$ cat src/rtl/ecg_window_ctrl.sv
// ECG peak-window controller: buffers one frame, tracks the two largest samples,
// then streams the frame back with everything outside the peak window zeroed.
// Optional build macro ECG_WINDOW_PEAKVAL_EN adds the peak_max_val/peak_sec_val outputs.
module ecg_window_ctrl #(
  parameter int SIGNAL_LENGTH = 187,
  parameter int DATA_W = 13,
  localparam int IDX_W = $clog2(SIGNAL_LENGTH)
) (
  input  logic              clk,
  input  logic              rst_n,
  input  logic              in_valid,
  output logic              in_ready,
  input  logic [DATA_W-1:0] in_data,
  output logic              out_valid,
  input  logic              out_ready,
  output logic [DATA_W-1:0] out_data,
  output logic              out_last,
  output logic [IDX_W-1:0]  win_start,
  output logic [IDX_W-1:0]  win_end,
`ifdef ECG_WINDOW_PEAKVAL_EN
  output logic              frame_done,
  output logic [DATA_W-1:0] peak_max_val,
  output logic [DATA_W-1:0] peak_sec_val
`else
  output logic              frame_done
`endif
);

  typedef enum logic [1:0] {LOAD, ORDER, EMIT} state_t;

  localparam logic [IDX_W-1:0] LAST_IDX = IDX_W'(SIGNAL_LENGTH - 1);

  generate
    if (SIGNAL_LENGTH < 2) begin : g_len_check
      $error("ecg_window_ctrl: SIGNAL_LENGTH must be >= 2");
    end
  endgenerate

  state_t            r_state, w_state_next;
  logic [IDX_W-1:0]  r_cnt;
  logic [DATA_W-1:0] r_buf [SIGNAL_LENGTH];
  logic [DATA_W-1:0] r_max_val, r_sec_val;
  logic [IDX_W-1:0]  r_max_idx, r_sec_idx;
  logic [IDX_W-1:0]  r_win_start, r_win_end;
  logic              r_in_ready;
  logic              w_in_fire, w_out_fire, w_is_last, w_in_window;

  assign w_in_fire   = in_valid && r_in_ready;
  assign w_out_fire  = (r_state == EMIT) && out_ready;
  assign w_is_last   = (r_cnt == LAST_IDX);
  assign w_in_window = (r_cnt >= r_win_start) && (r_cnt <= r_win_end);

  assign in_ready  = r_in_ready;
  assign win_start = r_win_start;
  assign win_end   = r_win_end;

  always_comb begin
    w_state_next = r_state;
    out_valid    = 1'b0;
    out_last     = 1'b0;
    out_data     = '0;
    frame_done   = 1'b0;
    case (r_state)
      LOAD:  if (w_in_fire && w_is_last) w_state_next = ORDER;
      ORDER: w_state_next = EMIT;
      EMIT: begin
        out_valid  = 1'b1;
        out_last   = w_is_last;
        frame_done = w_out_fire && w_is_last;
        if (w_in_window) out_data = r_buf[r_cnt];
        if (w_out_fire && w_is_last) w_state_next = LOAD;
      end
      default: w_state_next = LOAD;
    endcase
  end

  // in_ready is registered so it stays low in the reset cycle itself.
  always_ff @(posedge clk) begin
    if (!rst_n) begin
      r_state     <= LOAD;
      r_cnt       <= '0;
      r_in_ready  <= 1'b0;
      r_max_val   <= '0;
      r_sec_val   <= '0;
      r_max_idx   <= '0;
      r_sec_idx   <= '0;
      r_win_start <= '0;
      r_win_end   <= '0;
    end else begin
      r_state    <= w_state_next;
      r_in_ready <= (w_state_next == LOAD);
      case (r_state)
        LOAD: begin
          if (w_in_fire) begin
            r_cnt <= w_is_last ? '0 : r_cnt + 1'b1;
            if (r_cnt == '0) begin
              r_max_val <= in_data;
              r_max_idx <= '0;
              r_sec_val <= '0;
              r_sec_idx <= '0;
            end else if (r_cnt == IDX_W'(1)) begin
              // Second sample always fills the runner-up slot, even when it is zero.
              if (in_data > r_max_val) begin
                r_max_val <= in_data;
                r_max_idx <= r_cnt;
                r_sec_val <= r_max_val;
                r_sec_idx <= r_max_idx;
              end else begin
                r_sec_val <= in_data;
                r_sec_idx <= r_cnt;
              end
            end else if (in_data > r_max_val) begin
              r_max_val <= in_data;
              r_max_idx <= r_cnt;
              r_sec_val <= r_max_val;
              r_sec_idx <= r_max_idx;
            end else if (in_data > r_sec_val) begin
              r_sec_val <= in_data;
              r_sec_idx <= r_cnt;
            end
          end
        end
        ORDER: begin
          r_cnt       <= '0;
          r_win_start <= (r_max_idx < r_sec_idx) ? r_max_idx : r_sec_idx;
          r_win_end   <= (r_max_idx < r_sec_idx) ? r_sec_idx : r_max_idx;
        end
        EMIT: begin
          if (w_out_fire) r_cnt <= w_is_last ? '0 : r_cnt + 1'b1;
        end
        default: r_cnt <= '0;
      endcase
    end
  end

  always_ff @(posedge clk) begin
    if (w_in_fire) r_buf[r_cnt] <= in_data;
  end

`ifdef ECG_WINDOW_PEAKVAL_EN
  logic [DATA_W-1:0] r_peak_max, r_peak_sec;

  assign peak_max_val = r_peak_max;
  assign peak_sec_val = r_peak_sec;

  always_ff @(posedge clk) begin
    if (!rst_n) begin
      r_peak_max <= '0;
      r_peak_sec <= '0;
    end else if (r_state == ORDER) begin
      r_peak_max <= r_max_val;
      r_peak_sec <= r_sec_val;
    end
  end
`endif

endmodule

$ cat config.mk
export PLATFORM = sky130hd
export DESIGN_NAME = ecg_window_ctrl
export DESIGN_NICKNAME = d
export VERILOG_FILES = /design/src/rtl/ecg_window_ctrl.sv
export SDC_FILE = /design/constraint.sdc
export NUM_CORES = 2
export LEC_CHECK = 0
export CAP_MARGIN = 10
export CORE_MARGIN = 1
export CORE_UTILIZATION = 57
export DETAILED_ROUTE_END_ITERATION = 8
export GPL_ROUTABILITY_DRIVEN = 1
export PLACE_DENSITY = 0.77
export SYNTH_ARGS = -nofsm -noshare
export SYNTH_HDL_FRONTEND = slang
export SYNTH_SLANG_ARGS = --single-unit
$ cat constraint.sdc
create_clock -name clk -period 3.3 [get_ports clk]
set_input_delay 0.33 -clock clk [delete_from_list [all_inputs] [get_ports clk]]
set_output_delay 0.33 -clock clk [all_outputs]
set_load 0.02 [all_outputs]
==> flow_summary.toml <==
[status]
outcome = "finished with violations"
violations = "negative setup slack"

[setup_path]
arrival_ns = 4.07
rr_endpoint = "r_buf[48][3]"
r2r_cells = 7
r2r_slack_ns = 0.36
crit_type = "reg -> out"
worstPathRequired_ns = 2.97
r2r_start = "r_cnt[1]"
cp_max_fo = 13
startpoint_type = "flop"
crit_path_end_kind = "output pin"

[route]
vias_per_cell = 6.935
ant_nets = 0
drc = 0
vias = 58810
routedWlPerCell_um = 35.25
first_pass_iters = 8
totalWireLength_um = 298900
drt-initial-drc-count = 10520

[sta]
slew_viol_final = 0
layout_setup_ws_ns = -1.098
rsz0062_at_grt = "true"
fin_crit_ns = 4.398
fin_setup_tns_ns = -12.57
relSlewSlack_pct = 16.31
hold_violations = 0
period_share_pct = 133.3
setup_viol = 13
fmax_ghz = 0.2274
skew_ns = 0.08322
worstMarginPinSlew_ns = 1.255

[synth]
ys_seq_area_share_pct = 73.96
syn_inst = 5097
ys.flop_type = "edfxtp_1"
async_reset_ff_share_pct = 0
yosys_warnings = 0
syn-num-nets = 5167
ys_ff_latch = 2508
netlist_area_um2 = 100800
ys_types = 82
synth_area_per_cell_um2 = 19.77
synth-edff-count = 2431

[cells_and_area]
syn_to_final_growth_pct = 18.16
drive_gt1_share_pct = 30.56
utilization_pct = 68.14
final_area_um2 = 119100
nets = 6009
num-fill-cells = 10220

[global_route]
grt_max_degree = 190
antenna_found_initial = 15
grt-ovfl-total = 0
grt_pass1_vias = 56670
grt.total_usage_pct = 33.02
grt_pass1_wl_um = 416600

[hold_path]
min_to = "r_buf[183][3]"
holdPathStages = 2
min_path_type = "in -> reg"
worstHoldStart = "in_data[3]"

[power_and_ir_drop]
p_total_w = 0.06578
seq_power_share_pct = 53.1
ir_drop_uv = 635.5
power-per-cell-area_nw_per_um2 = 552.3
power.switching_w = 0.01438
p_int_w = 0.05140
combPwrFrac_pct = 6.4
swShare_pct = 21.86
clkPwrFrac_pct = 40.5
power.leakage_nw = 38.50

[floorplan]
row_count = 153
io_pins = 50
initial_core_util_pct = 57.67
die_y_um = 422.5
core_um2 = 174800
die_w_um = 422.5
dieArea_um2 = 178500

[placed_design]
gp_congestion = 0.9504
port_buffers = 49
post_dp_cell_area_um2 = 107800
hpwl_um = 177800

[clock_tree]
clock_latency_ns = 0.90
cts_buffers = 231
cts-root-buf = "clkbuf_16"
h-tree-depth = 4
cts_tree = "built"
clkSlewWorstSetupHoldPaths_ns = 0.06
clock_path_buffers = 3
clock-sinks = 2508

[flow_run]
max_cap_viol_count = 0
[sequential cells by signal (all words and copies together), names as in the netlist, named ones only]
register   cells
win_start      8
in_ready       1
r_sec_idx      8
r_max_idx      8
r_buf       2431
r_cnt          8
r_sec_val     13
r_max_val     13
r_state        2
win_end        8
[cell families (layout without fill, tap and decap cells)]
| group | after synthesis | count (layout) | share of synthesized area (%) |
|---|---|---|---|
| compound gates | 644 | 644 | 4.645 |
| buf+inv | 364 | 1406 | 3.238 |
| mux | 873 | 873 | 14.56 |
| xor+xnor | 7 | 7 | 0.06083 |
| fa+ha+maj | 53 | 53 | 0.6579 |
| flops | 2508 | 2508 | 73.96 |
| simple gates | 648 | 648 | 2.879 |
| other cells | 0 | 15 | 0 |
[layout make-up]
class | count | area [µm²] | share of cell area (%)
clock inverters | 153 | 1582 | 1.328
multi-input cells | 2225 | 24530 | 20.60
repair buffers | 921 | 9305 | 7.814
flip-flops and latches | 2508 | 74560 | 62.61
well taps | 2325 | 2909 | 2.443
inverters | 52 | 202.7 | 0.1702
diodes | 15 | 37.54 | 0.03152
clock buffers | 280 | 5964 | 5.008
[placed cells by master, fill, tap and decap left out, types with 22 or more instances in the layout]
master / count
edfxtp_1: 2431
buf_4: 679
mux2i_1: 382
mux4_2: 361
clkbuf_16: 233
nor2_1: 231
nand2_1: 193
buf_12: 107
o21ai_0: 90
mux4_1: 80
a21oi_1: 78
dfxtp_1: 72
a221oi_2: 62
buf_6: 57
clkinv_1: 56
a22oi_1: 54
ha_1: 52
inv_1: 50
a221oi_1: 50
clkbuf_1: 49
clkinv_2: 48
nand3_1: 39
o21ai_1: 37
mux2_2: 36
a221o_1: 32
nor3_1: 26
and3_1: 22
[worst max-delay path by stage]
stage	start	to	slack, ns	cells after the start
2_1_floorplan	win_end[5]	out_data[7]	0.37	11
3_3_place_gp	flop	out_data[7]	-0.93	9
3_5_place_dp	flop	out_data[0]	-0.85	13
4_1_cts	flop	out_data[3]	-0.96	15
5_1_grt	flop	out_data[0]	-1.08	15
6_report	flop	out_data[2]	-1.10	14
[critical path, cell delays in order (launching register included)]
cell,delay (ns)
dfxtp_4,0.38
buf_12,0.19
buf_12,0.14
buf_16,0.17
buf_16,0.17
mux2i_1,0.12
a221oi_2,0.34
a22oi_1,0.13
nand2_1,0.15
nor3_2,0.05
a31oi_1,0.20
buf_4,0.19
nand4_1,0.34
a221oi_4,0.42
buf_6,0.17
[repair_timing]
item,CTS,global route
setup endpoints to repair,15,15
buffers inserted,101,33
hold endpoints to repair,95,0
cloned,18,2
hold buffers,7,0
pin swaps,105,76
resized for setup,356,125
[per-layer routing]
metal / track usage [%] / up-vias / wire length, µm / share of wire (%)
met5: 0 / - / 213 / 0.071
met4: 17.24 / 30 / 17690 / 5.9
met3: 10.13 / 964 / 42740 / 14
met2: 49.70 / 5387 / 136700 / 46
met1: 43.65 / 29700 / 101600 / 34
li1: - / 22730 / - / -
[synthesized netlist by cell type, types with 7 or more instances]
master | instances | area share (%)
nand4_1 | 16 | 0.099
mux4_2 | 341 | 7.6
a221o_1 | 32 | 0.32
edfxtp_1 | 2431 | 72
nand3_1 | 44 | 0.22
a221oi_1 | 99 | 0.86
o211ai_1 | 17 | 0.13
nor2_1 | 243 | 0.90
inv_1 | 51 | 0.19
a221oi_2 | 19 | 0.28
a21boi_0 | 21 | 0.16
a211oi_1 | 33 | 0.25
nor3_1 | 39 | 0.19
mux2_2 | 37 | 0.41
buf_8 | 32 | 0.48
a311oi_1 | 9 | 0.078
clkbuf_1 | 85 | 0.32
nand2b_1 | 11 | 0.068
o31ai_1 | 7 | 0.052
buf_12 | 37 | 0.73
nor2b_1 | 30 | 0.19
and2_1 | 9 | 0.056
buf_1 | 9 | 0.034
a21o_1 | 9 | 0.067
nor4_1 | 11 | 0.068
buf_2 | 48 | 0.24
a31oi_1 | 16 | 0.099
buf_6 | 17 | 0.19
a22oi_1 | 66 | 0.49
o22ai_1 | 8 | 0.050
a22o_1 | 21 | 0.18
clkbuf_8 | 69 | 0.94
and3_1 | 22 | 0.14
nand2_1 | 196 | 0.73
o21ai_0 | 124 | 0.62
o21ai_1 | 20 | 0.099
buf_4 | 11 | 0.082
a21oi_1 | 89 | 0.44
mux4_1 | 100 | 2.6
o311ai_0 | 13 | 0.11
mux2i_1 | 395 | 3.9
dfxtp_1 | 77 | 1.5
ha_1 | 53 | 0.66
[per-stage QoR]
stage	hold slack (ns)	worst slack (ns)	std cells
after floorplan	0.4289	0.3707	5097
after global placement	0.4451	-0.9334	7889
after detailed placement	0.4489	-0.8478	7891
after CTS	0.01697	-0.9555	8438
after global routing	0.03521	-1.076	8468
final	0.05376	-1.098	8479
[power by group through the flow]
stage,clock [W],sequential [W],combinational [W]
after global placement,0,0.0356,0.00329
after global routing,0.0279,0.0349,0.00429
after floorplan,0,0.0356,0.00199
after CTS,0.0266,0.0349,0.00399
after detailed placement,0,0.0356,0.00337
final,0.0267,0.0349,0.00418
Note: power is estimated with default switching activity, not from simulation.
